==> src/rtl/key_pkg.sv <==
// Shared key-matrix definitions: sizes, press-sequence states and index decoding.
// Also used by the key_scan side of the loopback.
package key_pkg;

    localparam int KEY_NUM = 20;
    localparam int COL_W   = 4;
    localparam int ROW_W   = 5;
    localparam int KEY_W   = 5;
    localparam int COL_IW  = $clog2(COL_W);
    localparam int ROW_IW  = $clog2(ROW_W);

    typedef enum logic [1:0] {
        ST_IDLE   = 2'd0,
        ST_BOUNCE = 2'd1,
        ST_HOLD   = 2'd2,
        ST_GAP    = 2'd3
    } key_state_t;

    typedef struct packed {
        logic [COL_IW-1:0] col;
        logic [ROW_IW-1:0] row;
    } key_pos_t;

    // Keys are numbered column-major: five rows per column.
    function automatic key_pos_t key_to_pos(input logic [KEY_W-1:0] key);
        key_pos_t pos;
        pos.col = COL_IW'(key / KEY_W'(ROW_W));
        pos.row = ROW_IW'(key % KEY_W'(ROW_W));
        return pos;
    endfunction

    function automatic logic key_valid(input logic [KEY_W-1:0] key);
        return key < KEY_W'(KEY_NUM);
    endfunction

endpackage

==> src/rtl/sync_2ff.sv <==
// Two-flop synchronizer for the scanner's active-low column strobes.
// Resets to all-ones so no column looks strobed after reset.
module sync_2ff
    import key_pkg::*;
(
    input  logic             clk,
    input  logic             rst,
    input  logic [COL_W-1:0] d,
    output logic [COL_W-1:0] q
);

    logic [COL_W-1:0] meta;

    // Shift the asynchronous strobes through two flops.
    always_ff @(posedge clk or posedge rst) begin
        if (rst) begin
            meta <= '1;
            q    <= '1;
        end else begin
            meta <= d;
            q    <= meta;
        end
    end

endmodule

==> src/rtl/key_inject.sv <==
// Simulates a key press on a scanned matrix: answers the scanner's column
// strobe on the selected row for a bounce/hold period, then stays quiet for a gap.
module key_inject
    import key_pkg::*;
#(
    parameter int HOLD_MS  = 50,
    parameter int GAP_MS   = 50,
    parameter int BOUNCE_N = 0
) (
    input  logic             rst,
    input  logic             clk,
    input  logic             pls1k,
    input  logic             req_vld,
    input  logic [KEY_W-1:0] req_key,
    output logic             req_rdy,
    output logic             req_err,
    input  logic             abort,
    input  logic [COL_W-1:0] key_column_in,
    output logic [ROW_W-1:0] key_row_out,
    output logic             busy,
    output logic             done
);

    localparam int CNT_W = 16;
    localparam logic [CNT_W-1:0] HOLD_LIM   = CNT_W'(HOLD_MS);
    localparam logic [CNT_W-1:0] GAP_LIM    = CNT_W'(GAP_MS);
    localparam logic [CNT_W-1:0] BOUNCE_LIM = CNT_W'(BOUNCE_N);

    key_state_t       state;
    logic [CNT_W-1:0] cnt;
    logic [KEY_W-1:0] key_lat;
    logic             pressed;
    logic             pls_q;
    logic             pls_q2;
    logic             tick;
    logic [COL_W-1:0] col_sync;
    key_pos_t         key_pos;
    logic [ROW_W-1:0] row_next;

    sync_2ff u_sync (
        .clk (clk),
        .rst (rst),
        .d   (key_column_in),
        .q   (col_sync)
    );

    // Register pls1k twice so a long-high pulse gives a single tick.
    always_ff @(posedge clk or posedge rst) begin
        if (rst) begin
            pls_q  <= 1'b0;
            pls_q2 <= 1'b0;
        end else begin
            pls_q  <= pls1k;
            pls_q2 <= pls_q;
        end
    end

    assign tick    = pls_q & ~pls_q2;
    assign key_pos = key_to_pos(key_lat);

    // Press sequencer: accept a request, then bounce, hold and gap on ms ticks.
    always_ff @(posedge clk or posedge rst) begin
        if (rst) begin
            state   <= ST_IDLE;
            cnt     <= '0;
            key_lat <= '0;
            pressed <= 1'b0;
            req_rdy <= 1'b0;
            req_err <= 1'b0;
            busy    <= 1'b0;
            done    <= 1'b0;
        end else begin
            req_err <= 1'b0;
            done    <= 1'b0;
            unique case (state)
                ST_IDLE: begin
                    if (req_vld && req_rdy) begin
                        if (key_valid(req_key)) begin
                            key_lat <= req_key;
                            cnt     <= '0;
                            pressed <= 1'b1;
                            req_rdy <= 1'b0;
                            busy    <= 1'b1;
                            state   <= (BOUNCE_N > 0) ? ST_BOUNCE : ST_HOLD;
                        end else begin
                            req_err <= 1'b1;
                            req_rdy <= 1'b1;
                        end
                    end else begin
                        req_rdy <= 1'b1;
                    end
                end
                ST_BOUNCE: begin
                    if (abort) begin
                        state   <= ST_GAP;
                        cnt     <= '0;
                        pressed <= 1'b0;
                    end else if (tick) begin
                        if (cnt + CNT_W'(1) == BOUNCE_LIM) begin
                            state   <= ST_HOLD;
                            cnt     <= '0;
                            pressed <= 1'b1;
                        end else begin
                            cnt     <= cnt + CNT_W'(1);
                            pressed <= ~pressed;
                        end
                    end
                end
                ST_HOLD: begin
                    if (abort || cnt == HOLD_LIM) begin
                        state   <= ST_GAP;
                        cnt     <= '0;
                        pressed <= 1'b0;
                    end else if (tick) begin
                        cnt <= cnt + CNT_W'(1);
                    end
                end
                ST_GAP: begin
                    if (cnt == GAP_LIM) begin
                        state <= ST_IDLE;
                        cnt   <= '0;
                        busy  <= 1'b0;
                        done  <= 1'b1;
                    end else if (tick) begin
                        cnt <= cnt + CNT_W'(1);
                    end
                end
                default: begin
                    state <= ST_IDLE;
                end
            endcase
        end
    end

    // Pull the latched row low only while pressed and its column is strobed.
    always_comb begin
        row_next = '1;
        if (pressed && !col_sync[key_pos.col]) begin
            row_next[key_pos.row] = 1'b0;
        end
    end

    // Registered row return; reset releases the key immediately.
    always_ff @(posedge clk or posedge rst) begin
        if (rst) begin
            key_row_out <= '1;
        end else begin
            key_row_out <= row_next;
        end
    end

endmodule

==> config.mk <==
export PLATFORM = sky130hd
export DESIGN_NAME = key_inject
export DESIGN_NICKNAME = d
export VERILOG_FILES = /design/src/rtl/key_pkg.sv /design/src/rtl/sync_2ff.sv /design/src/rtl/key_inject.sv
export SDC_FILE = /design/constraint.sdc
export NUM_CORES = 1
export LEC_CHECK = 0
export CAP_MARGIN = 20
export CORE_MARGIN = 5
export CORE_UTILIZATION = 60
export DETAILED_ROUTE_END_ITERATION = 16
export DONT_BUFFER_PORTS = 1
export PLACE_DENSITY = 0.76
export SLEW_MARGIN = 10
export SYNTH_ARGS = -nofsm -noshare
export SYNTH_HDL_FRONTEND = slang
export SYNTH_SLANG_ARGS = --single-unit
==> constraint.sdc <==
create_clock -name clk -period 3.8 [get_ports clk]
set_input_delay 0.95 -clock clk [delete_from_list [all_inputs] [get_ports clk]]
set_output_delay 0.95 -clock clk [all_outputs]
set_load 0.03 [all_outputs]
==> results.rst, run 1 <==
.. list-table::
   :header-rows: 1

   * - Metric
     - Value
   * - Starting utilization of the core area
     - 0.612
   * - CTS sink count
     - 43
   * - Worst path slowest cell
     - sky130_fd_sc_hd__mux4_2
   * - Relative contribution of sequential cells to total power
     - 0.482
   * - Total Die Area
     - 0.00580 mm^2
   * - Achievable Freq
     - 0.310 GHz
   * - Largest buffer count on any clock path
     - 2
   * - Commonest cells after routing, fill and taps aside
     - sky130_fd_sc_hd__dfrtp_1, sky130_fd_sc_hd__nand2_1, sky130_fd_sc_hd__nor2_1
   * - Worst vdd rail ir drop
     - 0.311 mV
   * - Ordered list of cells on the worst path
     - nand2b_1, nor2_1, a21oi_1, xor2_1, ha_1, nor2_1, o221ai_1, a21oi_1, mux4_2, nor3b_1, or3b_1
   * - Layout cell share with drive strength beyond 1
     - 0.201
   * - Area added between synthesis and finish
     - 1.95%
   * - Worst-Margin Slew
     - 0.896 ns
   * - CTS Root Buffer Type
     - sky130_fd_sc_hd__clkbuf_8
   * - Total of warnings raised by yosys
     - 0
   * - Height of the die
     - 76.2 um
   * - Arrival time reported for the critical path endpoint
     - 3.46 ns
   * - Switching share of power
     - 0.331
   * - Mean number of vias per cell
     - 6.70
   * - Clock input transition at the sequential cells of the worst setup and hold paths
     - 0.09 ns
   * - Net count after synthesis
     - 290
   * - Share of synthesized flip-flops with an asynchronous set or reset
     - 1.00
   * - Maximum number of pins on one net before global-route repair
     - 44
   * - Post-route antenna net violation count
     - 0
   * - Share of the cycle needed by the critical path after routing
     - 0.850
   * - Logic pwr share
     - 0.206
   * - Number of maximum-capacitance violations
     - 0
   * - Number of antenna violations at the first check in global routing
     - 0
   * - Synthesis-stage register bit count
     - 43
   * - Synth Instances
     - 272
   * - Fin. Hold Viols
     - 0
   * - Endpoint type of the worst setup path
     - register
   * - Crit path max fanout
     - 7
   * - Number of buffers inserted to repair setup after CTS
     - 0
   * - Clock share of power
     - 0.312
   * - Min cycle time layout
     - 3.23 ns
   * - TritonCTS clock tree
     - yes
   * - Final setup vio count
     - 0
   * - Max-slew headroom
     - 0.401
   * - Routed WL
     - 5620 um
   * - Kind of critical path
     - register to register
   * - HPWL after DPL
     - 3990 um
   * - Worst setup slack after layout
     - 0.571 ns
   * - First DRT Iteration DRCs
     - 167
   * - Number of buffers created by CTS
     - 5
   * - RSZ-0062 raised after global routing
     - no
   * - Type of origin of the critical path
     - register
   * - Sequential fraction of the synthesis area
     - 0.416
   * - Number of enable flip-flop cells after synthesis
     - 0
   * - Mean instance size in the synthesized netlist
     - 9.66 um^2
   * - Grt ovf
     - 0
   * - Wirelength per Cell
     - 17.8 um
   * - Longest individual stage delay on the worst path
     - 0.57 ns
   * - Tightest Hold Check Type
     - register to register
   * - Routability-driven placement congestion ratio
     - 0.892
   * - Number of rows created at floorplan
     - 24
   * - Post-route DRC violation count
     - 0
   * - Post-layout utilization of the core
     - 0.624
   * - Diode count
     - 0
   * - CTS H-tree lvls
     - 2
   * - PortBufs
     - 0
   * - Post-Place Setup Slack
     - 0.591 ns
   * - Total track usage
     - 0.199
   * - Power per cell area
     - 447 mW/mm^2
   * - Die W
     - 76.2 um
   * - Count of boundary I/O pins
     - 23
   * - Vias in the first global route
     - 1907
   * - Most common cell after layout, fill and taps aside
     - sky130_fd_sc_hd__dfrtp_1
   * - Pint
     - 0.802 mW
   * - Net switching power of the design
     - 0.396 mW
   * - Via count
     - 2118
   * - Net count reported at finish
     - 281
   * - Accumulated negative setup slack
     - 0 ns
   * - Core area
     - 0.00429 mm^2
   * - Insertion delay of the later-clocked pin in the worst-skew pair
     - 0.30 ns
   * - Max Transition Viols Final
     - 0
   * - Global-route wire length before repair
     - 9490 um
   * - Synth cell types
     - 65
   * - Dominant synthesized flop cell
     - sky130_fd_sc_hd__dfrtp_1
   * - 1st-pass router iterations
     - 5
   * - Required time of the worst setup path
     - 4.03 ns
   * - Leakage power total
     - 1.06 nW
   * - Post-cts gate resize count
     - 0
   * - Hold_buf cts
     - 0
   * - Result of the run
     - complete, no violations
   * - Final Hold Slack
     - 0.360 ns
   * - Clock skew
     - 0.00665 ns
   * - Post-synth design cell area
     - 0.00263 mm^2
==> path summary, 6_finish.rpt <==
check	end	startpoint	cells after the start	slack, ns
worst min register to register	u_sync.q[1]$_DFF_PP1_	u_sync.meta[1]$_DFF_PP1_	0	0.36
worst max-delay path	key_row_out[2]$_DFF_PP1_	key_lat[2]$_DFFE_PP0P_	11	0.57
min in group asynchronous	key_lat[0]$_DFFE_PP0P_	rst	2	0.65
max in group asynchronous	u_sync.q[1]$_DFF_PP1_	rst	2	2.77
worst max register to register	key_row_out[2]$_DFF_PP1_	key_lat[2]$_DFFE_PP0P_	11	0.57
worst min-delay path	u_sync.q[1]$_DFF_PP1_	u_sync.meta[1]$_DFF_PP1_	0	0.36
==> cell families after synthesis <==
group / Yosys count / share of synthesized area
buffers and inverters: 28 / 0.0681
AND/OR/NAND/NOR: 103 / 0.232
adder cells (fa/ha/maj): 4 / 0.0190
AO/OA/AOI/OAI: 77 / 0.198
flip-flops: 43 / 0.416
XOR/XNOR: 10 / 0.0333
multiplexers: 7 / 0.0338
==> stage by stage <==
stage	instances	power [mW]	cell area, um^2
detailed placement	308	0.826	2560
CTS	316	1.20	2680
global placement	308	0.819	2560
finish	316	1.20	2680
floorplan	272	0.786	2630
global route	316	1.26	2680
==> critical path: cells and delay by family (launching register included) <==
| kind | cells | cell delay [ns] |
|---|---|---|
| mux | 1 | 0.57 |
| compound gates | 3 | 0.71 |
| fa+ha+maj | 1 | 0.20 |
| simple gates | 5 | 1.10 |
| xor+xnor | 1 | 0.15 |
| flops | 1 | 0.45 |
==> power groups by stage <==
stage          clock [mW]  combinational [mW]  sequential (mW)
2_1_floorplan           0               0.239            0.547
3_3_place_gp            0               0.237            0.582
3_5_place_dp            0               0.242            0.583
4_1_cts             0.381               0.244            0.575
5_1_grt             0.401               0.276            0.583
6_report            0.374               0.247            0.577
==> flip-flops by register name, summed over array words and instances (netlist names) <==
signal       count
req_rdy          1
cnt             16
req_err          1
u_sync.meta      4
pls_q            1
key_row_out      5
pls_q2           1
state            2
done             1
busy             1
pressed          1
u_sync.q         4
key_lat          5
==> cell usage after synthesis (all sizes together), types with 3 or more instances <==
| cell | count | area, um^2 |
|---|---|---|
| nor2 | 21 | 78.8 |
| mux2 | 5 | 56.3 |
| inv | 11 | 41.3 |
| a311o | 4 | 40.0 |
| clkbuf | 10 | 68.8 |
| o21ai | 21 | 105 |
| o31ai | 5 | 37.5 |
| a21oi | 16 | 80.1 |
| nor3 | 5 | 30.0 |
| xnor2 | 4 | 35.0 |
| and3 | 7 | 52.6 |
| nand2b | 4 | 25.0 |
| dfstp | 13 | 342 |
| dfrtp | 30 | 751 |
| nor4 | 4 | 52.6 |
| or2 | 3 | 18.8 |
| xor2 | 6 | 52.6 |
| nand2 | 21 | 78.8 |
| nand3 | 12 | 60.1 |
| nand4 | 6 | 43.8 |
| or3 | 3 | 21.3 |
| a31oi | 3 | 33.8 |
| nor2b | 3 | 18.8 |
| buf | 6 | 56.3 |
| o22ai | 8 | 50.1 |
| ha | 4 | 50.1 |
==> area by class of cell <==
class	instances	area, um^2
Clock buffer	5	68.8
Sequential cell	43	1090
Fill cell	344	1610
Clock inverter	3	47.5
Multi-Input combinational cell	201	1360
Inverter	11	41.3
Timing Repair Buffer	1	7.51
Tap cell	52	65.1
==> layer usage <==
layer	GRT usage	up-vias	wire (um)
li1	-	985	-
met1	0.288	1032	2550
met2	0.302	93	2550
met3	0.0378	8	431
met4	0.0594	0	84
met5	0	-	0
Power figures use the tool's default switching activity.
==> run 2: changes to the inputs <==
clock period = 3 ns   (was 3.8 ns; I/O delays follow)
==> results.rst, run 2 (synthesized netlist as in run 1, its figures left out) <==
.. list-table::
   :header-rows: 1

   * - Metric
     - Value
   * - Register with the highest flop count
     - cnt
   * - Total track usage
     - 0.199 (about the same)
   * - Layout cell share with drive strength beyond 1
     - 0.238 (+0.0373)
   * - Number of buffers inserted to repair setup after CTS
     - 0 (unchanged)
   * - Mean number of vias per cell
     - 6.60 (-1.6%)
   * - Largest buffer count on any clock path
     - 2 (unchanged)
   * - Diode count
     - 0 (unchanged)
   * - Number of rows created at floorplan
     - 24 (unchanged)
   * - Starting utilization of the core area
     - 0.612 (unchanged)
   * - Worst path buffer plus inverter count
     - 0 (unchanged)
   * - Height of the die
     - 76.2 um (unchanged)
   * - Vias in the first global route
     - 1936 (+1.5%)
   * - Post-layout utilization of the core
     - 0.647 (+0.0224)
   * - CTS sink count
     - 43 (unchanged)
   * - Endpoint type of the worst setup path
     - register
   * - Worst setup slack after layout
     - 0.0791 ns (-0.492 ns)
   * - Die W
     - 76.2 um (unchanged)
   * - Most common cell after layout, fill and taps aside
     - sky130_fd_sc_hd__dfrtp_1
   * - Wirelength per Cell
     - 17.8 um (about the same)
   * - Post-route DRC violation count
     - 0 (unchanged)
   * - Final setup vio count
     - 0 (unchanged)
   * - Count of boundary I/O pins
     - 23 (unchanged)
   * - Insertion delay of the later-clocked pin in the worst-skew pair
     - 0.31 ns (about the same)
   * - Tightest Hold Check Type
     - input port to async pin
   * - Crit path max-delay family
     - simple AND/OR/NAND/NOR gates
   * - Net count reported at finish
     - 290 (+3.2%)
   * - Switching share of power
     - 0.331 (+0.000413)
   * - Relative contribution of sequential cells to total power
     - 0.480 (-0.002)
   * - Max-slew headroom
     - 0.426 (+0.0254)
   * - Kind of critical path
     - register to register
   * - Via count
     - 2144 (+1.2%)
   * - TritonCTS clock tree
     - yes
   * - 1st-pass router iterations
     - 5 (unchanged)
   * - Grt ovf
     - 0 (unchanged)
   * - Arrival time reported for the critical path endpoint
     - 3.16 ns (-0.30 ns)
   * - Commonest cells after routing, fill and taps aside
     - sky130_fd_sc_hd__dfrtp_1, sky130_fd_sc_hd__nand2_1, sky130_fd_sc_hd__nor2_1
   * - Power per cell area
     - 551 mW/mm^2 (+23%)
   * - Clock input transition at the sequential cells of the worst setup and hold paths
     - 0.09 ns (about the same)
   * - Logic pwr share
     - 0.211 (+0.005)
   * - Largest registers ranked by flip-flop count
     - cnt: 16 flops, key_lat: 5 flops, key_row_out: 5 flops
   * - Routed WL
     - 5770 um (+2.8%)
   * - Crit path max fanout
     - 7 (unchanged)
   * - First DRT Iteration DRCs
     - 162 (-3.0%)
   * - Core area
     - 0.00429 mm^2 (unchanged)
   * - Setup slack on the worst flop-to-flop path
     - 0.08 ns (-0.49 ns)
   * - HPWL after DPL
     - 4200 um (+5.3%)
   * - Pint
     - 1.02 mW (+28%)
   * - Power after layout
     - 1.53 mW (+28%)
   * - Post-route antenna net violation count
     - 0 (unchanged)
   * - PortBufs
     - 0 (unchanged)
   * - Max Transition Viols Final
     - 0 (unchanged)
   * - Fin. Hold Viols
     - 0 (unchanged)
   * - Maximum number of pins on one net before global-route repair
     - 26 (-41%)
   * - Share of the cycle needed by the critical path after routing
     - 0.974 (+0.124)
   * - Type of origin of the critical path
     - register
   * - Ordered list of cells on the worst path
     - nand2b_1, nor2_1, a21oi_2, xor2_1, ha_1, nor2_1, o221ai_1, a21oi_2, mux4_2, nor3b_1, or3b_1
   * - Min cycle time layout
     - 2.92 ns (-0.308 ns)
   * - Global-route wire length before repair
     - 9430 um (-0.65%)
   * - Accumulated negative setup slack
     - 0 ns (unchanged)
   * - Leakage power total
     - 1.12 nW (+4.9%)
   * - Worst vdd rail ir drop
     - 0.473 mV (+52%)
   * - Number of placed cells counting well taps
     - 317 (+2.9%)
   * - Number of maximum-capacitance violations
     - 0 (unchanged)
   * - Achievable Freq
     - 0.342 GHz (+11%)
   * - Number of flip-flops under the largest register name
     - 16 (unchanged)
   * - Worst path slowest cell
     - sky130_fd_sc_hd__mux4_2
   * - Number of buffers created by CTS
     - 5 (unchanged)
   * - Clock share of power
     - 0.309 (-0.003)
   * - Clock skew
     - 0.00614 ns (-0.000518 ns)
   * - Area added between synthesis and finish
     - 5.62%
   * - Routability-driven placement congestion ratio
     - 0.894 (+0.24%)
   * - Total Die Area
     - 0.00580 mm^2 (unchanged)
   * - Worst-Margin Slew
     - 0.858 ns (-0.0380 ns)
   * - Net switching power of the design
     - 0.506 mW (+28%)
   * - Number of antenna violations at the first check in global routing
     - 0 (unchanged)
   * - Longest individual stage delay on the worst path
     - 0.53 ns (-0.04 ns)
   * - CTS H-tree lvls
     - 2 (unchanged)
   * - Final instance count without filler cells
     - 325 (+2.8%)
   * - Result of the run
     - complete, no violations
   * - CTS Root Buffer Type
     - sky130_fd_sc_hd__clkbuf_8
   * - Number of inserted filler cells in the final layout
     - 363 (+5.5%)
   * - Required time of the worst setup path
     - 3.24 ns (-0.79 ns)
   * - Post-Place Setup Slack
     - 0.0352 ns (-0.556 ns)
[run 2: timing repair]
action	4_1_cts	5_1_grt
setup endpoints to repair	0	2
gates resized for setup	0	3
hold buffers	0	0
hold endpoints to repair	0	0
[run 2: layout make-up]
| class | count | area, um^2 | share of cell area |
|---|---|---|---|
| clock buffer | 5 | 68.8 | 0.0248 |
| sequential | 43 | 1090 | 0.394 |
| inverter | 11 | 41.3 | 0.0149 |
| timing repair buffer | 10 | 95.1 | 0.0342 |
| multi-input combinational | 201 | 1370 | 0.492 |
| clock inverter | 3 | 47.5 | 0.0171 |
| tap | 52 | 65.1 | 0.0234 |
[run 2: final timing paths]
path / end / depth (start not counted) / startpoint
max in group asynchronous: u_sync.meta[1]$_DFF_PP1_ / 2 / rst
worst min register to register: u_sync.q[2]$_DFF_PP1_ / 0 / u_sync.meta[2]$_DFF_PP1_
min in group clk: u_sync.q[2]$_DFF_PP1_ / 0 / u_sync.meta[2]$_DFF_PP1_
worst max-delay path: key_row_out[2]$_DFF_PP1_ / 11 / key_lat[2]$_DFFE_PP0P_
worst max register to register: key_row_out[2]$_DFF_PP1_ / 11 / key_lat[2]$_DFFE_PP0P_
worst min-delay path: cnt[12]$_DFFE_PP0P_ / 1 / rst
[run 2: power by group through the flow]
stage / clock, mW / combinational [mW] / sequential (mW)
after global placement: 0 / 0.307 / 0.737
after CTS: 0.486 / 0.319 / 0.730
after global routing: 0.517 / 0.359 / 0.744
after detailed placement: 0 / 0.317 / 0.740
after floorplan: 0 / 0.302 / 0.693
final: 0.473 / 0.323 / 0.734
[run 2: worst register-to-register path, stage by stage, from the launching register on]
cell and delay (ns):
sky130_fd_sc_hd__dfrtp_2 0.46, sky130_fd_sc_hd__nand2b_1 0.21, sky130_fd_sc_hd__nor2_1 0.14, sky130_fd_sc_hd__a21oi_2 0.06
sky130_fd_sc_hd__xor2_1 0.18, sky130_fd_sc_hd__ha_1 0.20, sky130_fd_sc_hd__nor2_1 0.12, sky130_fd_sc_hd__o221ai_1 0.16
sky130_fd_sc_hd__a21oi_2 0.18, sky130_fd_sc_hd__mux4_2 0.53, sky130_fd_sc_hd__nor3b_1 0.24, sky130_fd_sc_hd__or3b_1 0.37
[run 2: stage by stage]
step           area, um^2  hold WS, ns
4_1_cts              2770        0.257
3_5_place_dp         2650        0.347
3_3_place_gp         2620        0.346
6_report             2780        0.262
2_1_floorplan        2630        0.345
5_1_grt              2780        0.269
[run 2: layer usage]
metal	global-route usage	vias up	share of wire	routed length (um)
met5	0	-	0	0
met2	0.297	117	0.45	2620
li1	-	1004	-	-
met4	0.0769	0	0.021	119
met3	0.0437	11	0.085	493
met1	0.281	1012	0.44	2540
==> run 3: changes to the inputs <==
MAX_ROUTING_LAYER = met4   (was unset)
==> results.rst, run 3 (synthesized netlist as in run 1, its figures left out) <==
.. list-table::
   :header-rows: 1

   * - Metric
     - Value
   * - Area added between synthesis and finish
     - 5.14%
   * - First DRT Iteration DRCs
     - 304 (+88%)
   * - Relative contribution of sequential cells to total power
     - 0.477 (-0.003)
   * - Pint
     - 1.02 mW (about the same)
   * - CTS H-tree lvls
     - 2 (unchanged)
   * - Worst setup slack after layout
     - 0.116 ns (+0.0369 ns)
   * - Commonest cells after routing, fill and taps aside
     - sky130_fd_sc_hd__dfrtp_1, sky130_fd_sc_hd__nand2_1, sky130_fd_sc_hd__nor2_1
   * - Final setup vio count
     - 0 (unchanged)
   * - Depth of the worst hold-timing path
     - 0
   * - Largest buffer count on any clock path
     - 2 (unchanged)
   * - Grt ovf
     - 0 (unchanged)
   * - Cells on worst reg2reg path
     - 11 (unchanged)
   * - Via count
     - 2148 (+0.19%)
   * - Logic pwr share
     - 0.212 (about the same)
   * - Area occupied by multi-input gates
     - 0.00137 mm^2 (unchanged)
   * - Vias in the first global route
     - 1955 (+0.98%)
   * - Tightest Hold Check Type
     - register to register
   * - Power per cell area
     - 553 mW/mm^2 (+0.40%)
   * - Number of antenna violations at the first check in global routing
     - 0 (unchanged)
   * - Total track usage
     - 0.209 (+0.0104)
   * - Kind of critical path
     - register to register
   * - Max-slew headroom
     - 0.457 (+0.0305)
   * - Most common cell after layout, fill and taps aside
     - sky130_fd_sc_hd__dfrtp_1
   * - Layout cell share with drive strength beyond 1
     - 0.241 (+0.00278)
   * - Post-Place Setup Slack
     - 0.0559 ns (+0.0207 ns)
   * - Maximum number of pins on one net before global-route repair
     - 24 (-7.7%)
   * - Required time of the worst setup path
     - 3.23 ns (about the same)
   * - Clock input transition at the sequential cells of the worst setup and hold paths
     - 0.09 ns (about the same)
   * - Net count reported at finish
     - 291 (+0.34%)
   * - Leakage power total
     - 1.11 nW (-0.22%)
   * - Clock skew
     - 0.00942 ns (+0.00328 ns)
   * - Routed WL
     - 5740 um (-0.66%)
   * - Arrival time reported for the critical path endpoint
     - 3.12 ns (-0.04 ns)
   * - Register with the highest flop count
     - cnt
   * - PortBufs
     - 0 (unchanged)
   * - Clock share of power
     - 0.311 (+0.002)
   * - Mean number of vias per cell
     - 6.59 (-0.12%)
   * - Number of flip-flops under the largest register name
     - 16 (unchanged)
   * - Fin. Hold Viols
     - 0 (unchanged)
   * - Crit path max fanout
     - 7 (unchanged)
   * - Largest registers ranked by flip-flop count
     - cnt: 16 flops, key_lat: 5 flops, key_row_out: 5 flops
   * - Result of the run
     - complete, no violations
   * - Number of buffers inserted to repair setup after CTS
     - 0 (unchanged)
   * - Number of buffers created by CTS
     - 5 (unchanged)
   * - Max Transition Viols Final
     - 0 (unchanged)
   * - Flip-flop and latch area
     - 0.00109 mm^2 (unchanged)
   * - Type of origin of the critical path
     - register
   * - Routability-driven placement congestion ratio
     - 0.925 (+3.5%)
   * - Diode count
     - 0 (unchanged)
   * - HPWL after DPL
     - 4120 um (-1.9%)
   * - Insertion delay of the later-clocked pin in the worst-skew pair
     - 0.30 ns (about the same)
   * - Post-route antenna net violation count
     - 0 (unchanged)
   * - Starting utilization of the core area
     - 0.612 (unchanged)
   * - Core area
     - 0.00429 mm^2 (unchanged)
   * - Wirelength per Cell
     - 17.6 um (-0.96%)
   * - CTS Root Buffer Type
     - sky130_fd_sc_hd__clkbuf_8
   * - Net switching power of the design
     - 0.505 mW (-0.32%)
   * - Switching share of power
     - 0.330 (-0.000874)
   * - CTS sink count
     - 43 (unchanged)
   * - Number of rows created at floorplan
     - 24 (unchanged)
   * - Achievable Freq
     - 0.347 GHz (+1.3%)
   * - Die W
     - 76.2 um (unchanged)
   * - Post-route DRC violation count
     - 0 (unchanged)
   * - 1st-pass router iterations
     - 4 (-1)
   * - Number of maximum-capacitance violations
     - 0 (unchanged)
   * - Number of inserted filler cells in the final layout
     - 328 (-9.6%)
   * - Endpoint type of the worst setup path
     - register
   * - Post-layout utilization of the core
     - 0.644 (-0.00291)
   * - Height of the die
     - 76.2 um (unchanged)
   * - Global-route wire length before repair
     - 9740 um (+3.3%)
   * - Share of the cycle needed by the critical path after routing
     - 0.961 (-0.0123)
   * - Min cycle time layout
     - 2.88 ns (-0.0369 ns)
   * - Total Die Area
     - 0.00580 mm^2 (unchanged)
   * - Worst vdd rail ir drop
     - 0.483 mV (+2.1%)
   * - Worst-Margin Slew
     - 0.810 ns (-0.0476 ns)
   * - TritonCTS clock tree
     - yes
   * - Count of boundary I/O pins
     - 23 (unchanged)
run 3: critical path, stage by stage (launching register included):
cell and delay [ns]:
sky130_fd_sc_hd__dfrtp_2 0.45, sky130_fd_sc_hd__nand2b_1 0.21, sky130_fd_sc_hd__nor2_1 0.15, sky130_fd_sc_hd__a21oi_2 0.06
sky130_fd_sc_hd__xor2_1 0.17, sky130_fd_sc_hd__ha_1 0.20, sky130_fd_sc_hd__nor2_1 0.12, sky130_fd_sc_hd__o221ai_1 0.15
sky130_fd_sc_hd__a21oi_2 0.17, sky130_fd_sc_hd__mux4_2 0.53, sky130_fd_sc_hd__nor3b_1 0.24, sky130_fd_sc_hd__or3b_1 0.37
run 3: worst paths after layout:
kind	slack, ns	startpoint	to
max	0.12	key_lat[2]$_DFFE_PP0P_	key_row_out[2]$_DFF_PP1_
min	0.36	u_sync.meta[3]$_DFF_PP1_	u_sync.q[3]$_DFF_PP1_
max reg2reg	0.12	key_lat[2]$_DFFE_PP0P_	key_row_out[2]$_DFF_PP1_
min reg2reg	0.36	u_sync.meta[3]$_DFF_PP1_	u_sync.q[3]$_DFF_PP1_
max in group asynchronous	1.95	rst	u_sync.q[0]$_DFF_PP1_
min in group asynchronous	0.38	rst	cnt[7]$_DFFE_PP0P_
run 3: layer usage:
layer  vias to the layer above  GRT usage  routed length, um  part of all wire
li1                       1006          -                  -                 -
met1                      1024      0.296               2530              0.44
met2                       110      0.302               2630              0.46
met3                         8     0.0449                514             0.090
met4                         0     0.0629                 68             0.012
met5                         -          -                  0                 0
run 3: power by group through the flow:
stage | registers, mW | logic (mW) | clock network [mW]
floorplan | 0.693 | 0.302 | 0
global placement | 0.735 | 0.312 | 0
detailed placement | 0.739 | 0.318 | 0
CTS | 0.728 | 0.322 | 0.482
global route | 0.742 | 0.362 | 0.513
finish | 0.729 | 0.324 | 0.476
run 3: metrics by stage:
stage / setup TNS (ns) / instance area, um^2 / power (mW) / hold slack (ns) / std cells
3_3_place_gp: 0 / 2640 / 1.05 / 0.346 / 318
6_report: 0 / 2760 / 1.53 / 0.355 / 326
5_1_grt: -0.0293 / 2760 / 1.62 / 0.366 / 326
4_1_cts: 0 / 2760 / 1.53 / 0.360 / 326
3_5_place_dp: 0 / 2640 / 1.06 / 0.347 / 318
2_1_floorplan: 0 / 2630 / 0.995 / 0.345 / 272
run 3: area by class of cell:
class,instances,share of cell area
Sequential cell,43,0.396
Timing Repair Buffer,11,0.0299
Tap cell,52,0.0235
Clock inverter,3,0.0172
Multi-Input combinational cell,201,0.494
Clock buffer,5,0.0249
Inverter,11,0.0149
run 3: repair_timing:
item	in CTS	in global routing
endpoints found under the setup margin	0	3
hold buffers	0	0
hold endpoints to repair	0	0
gates resized for setup	0	3
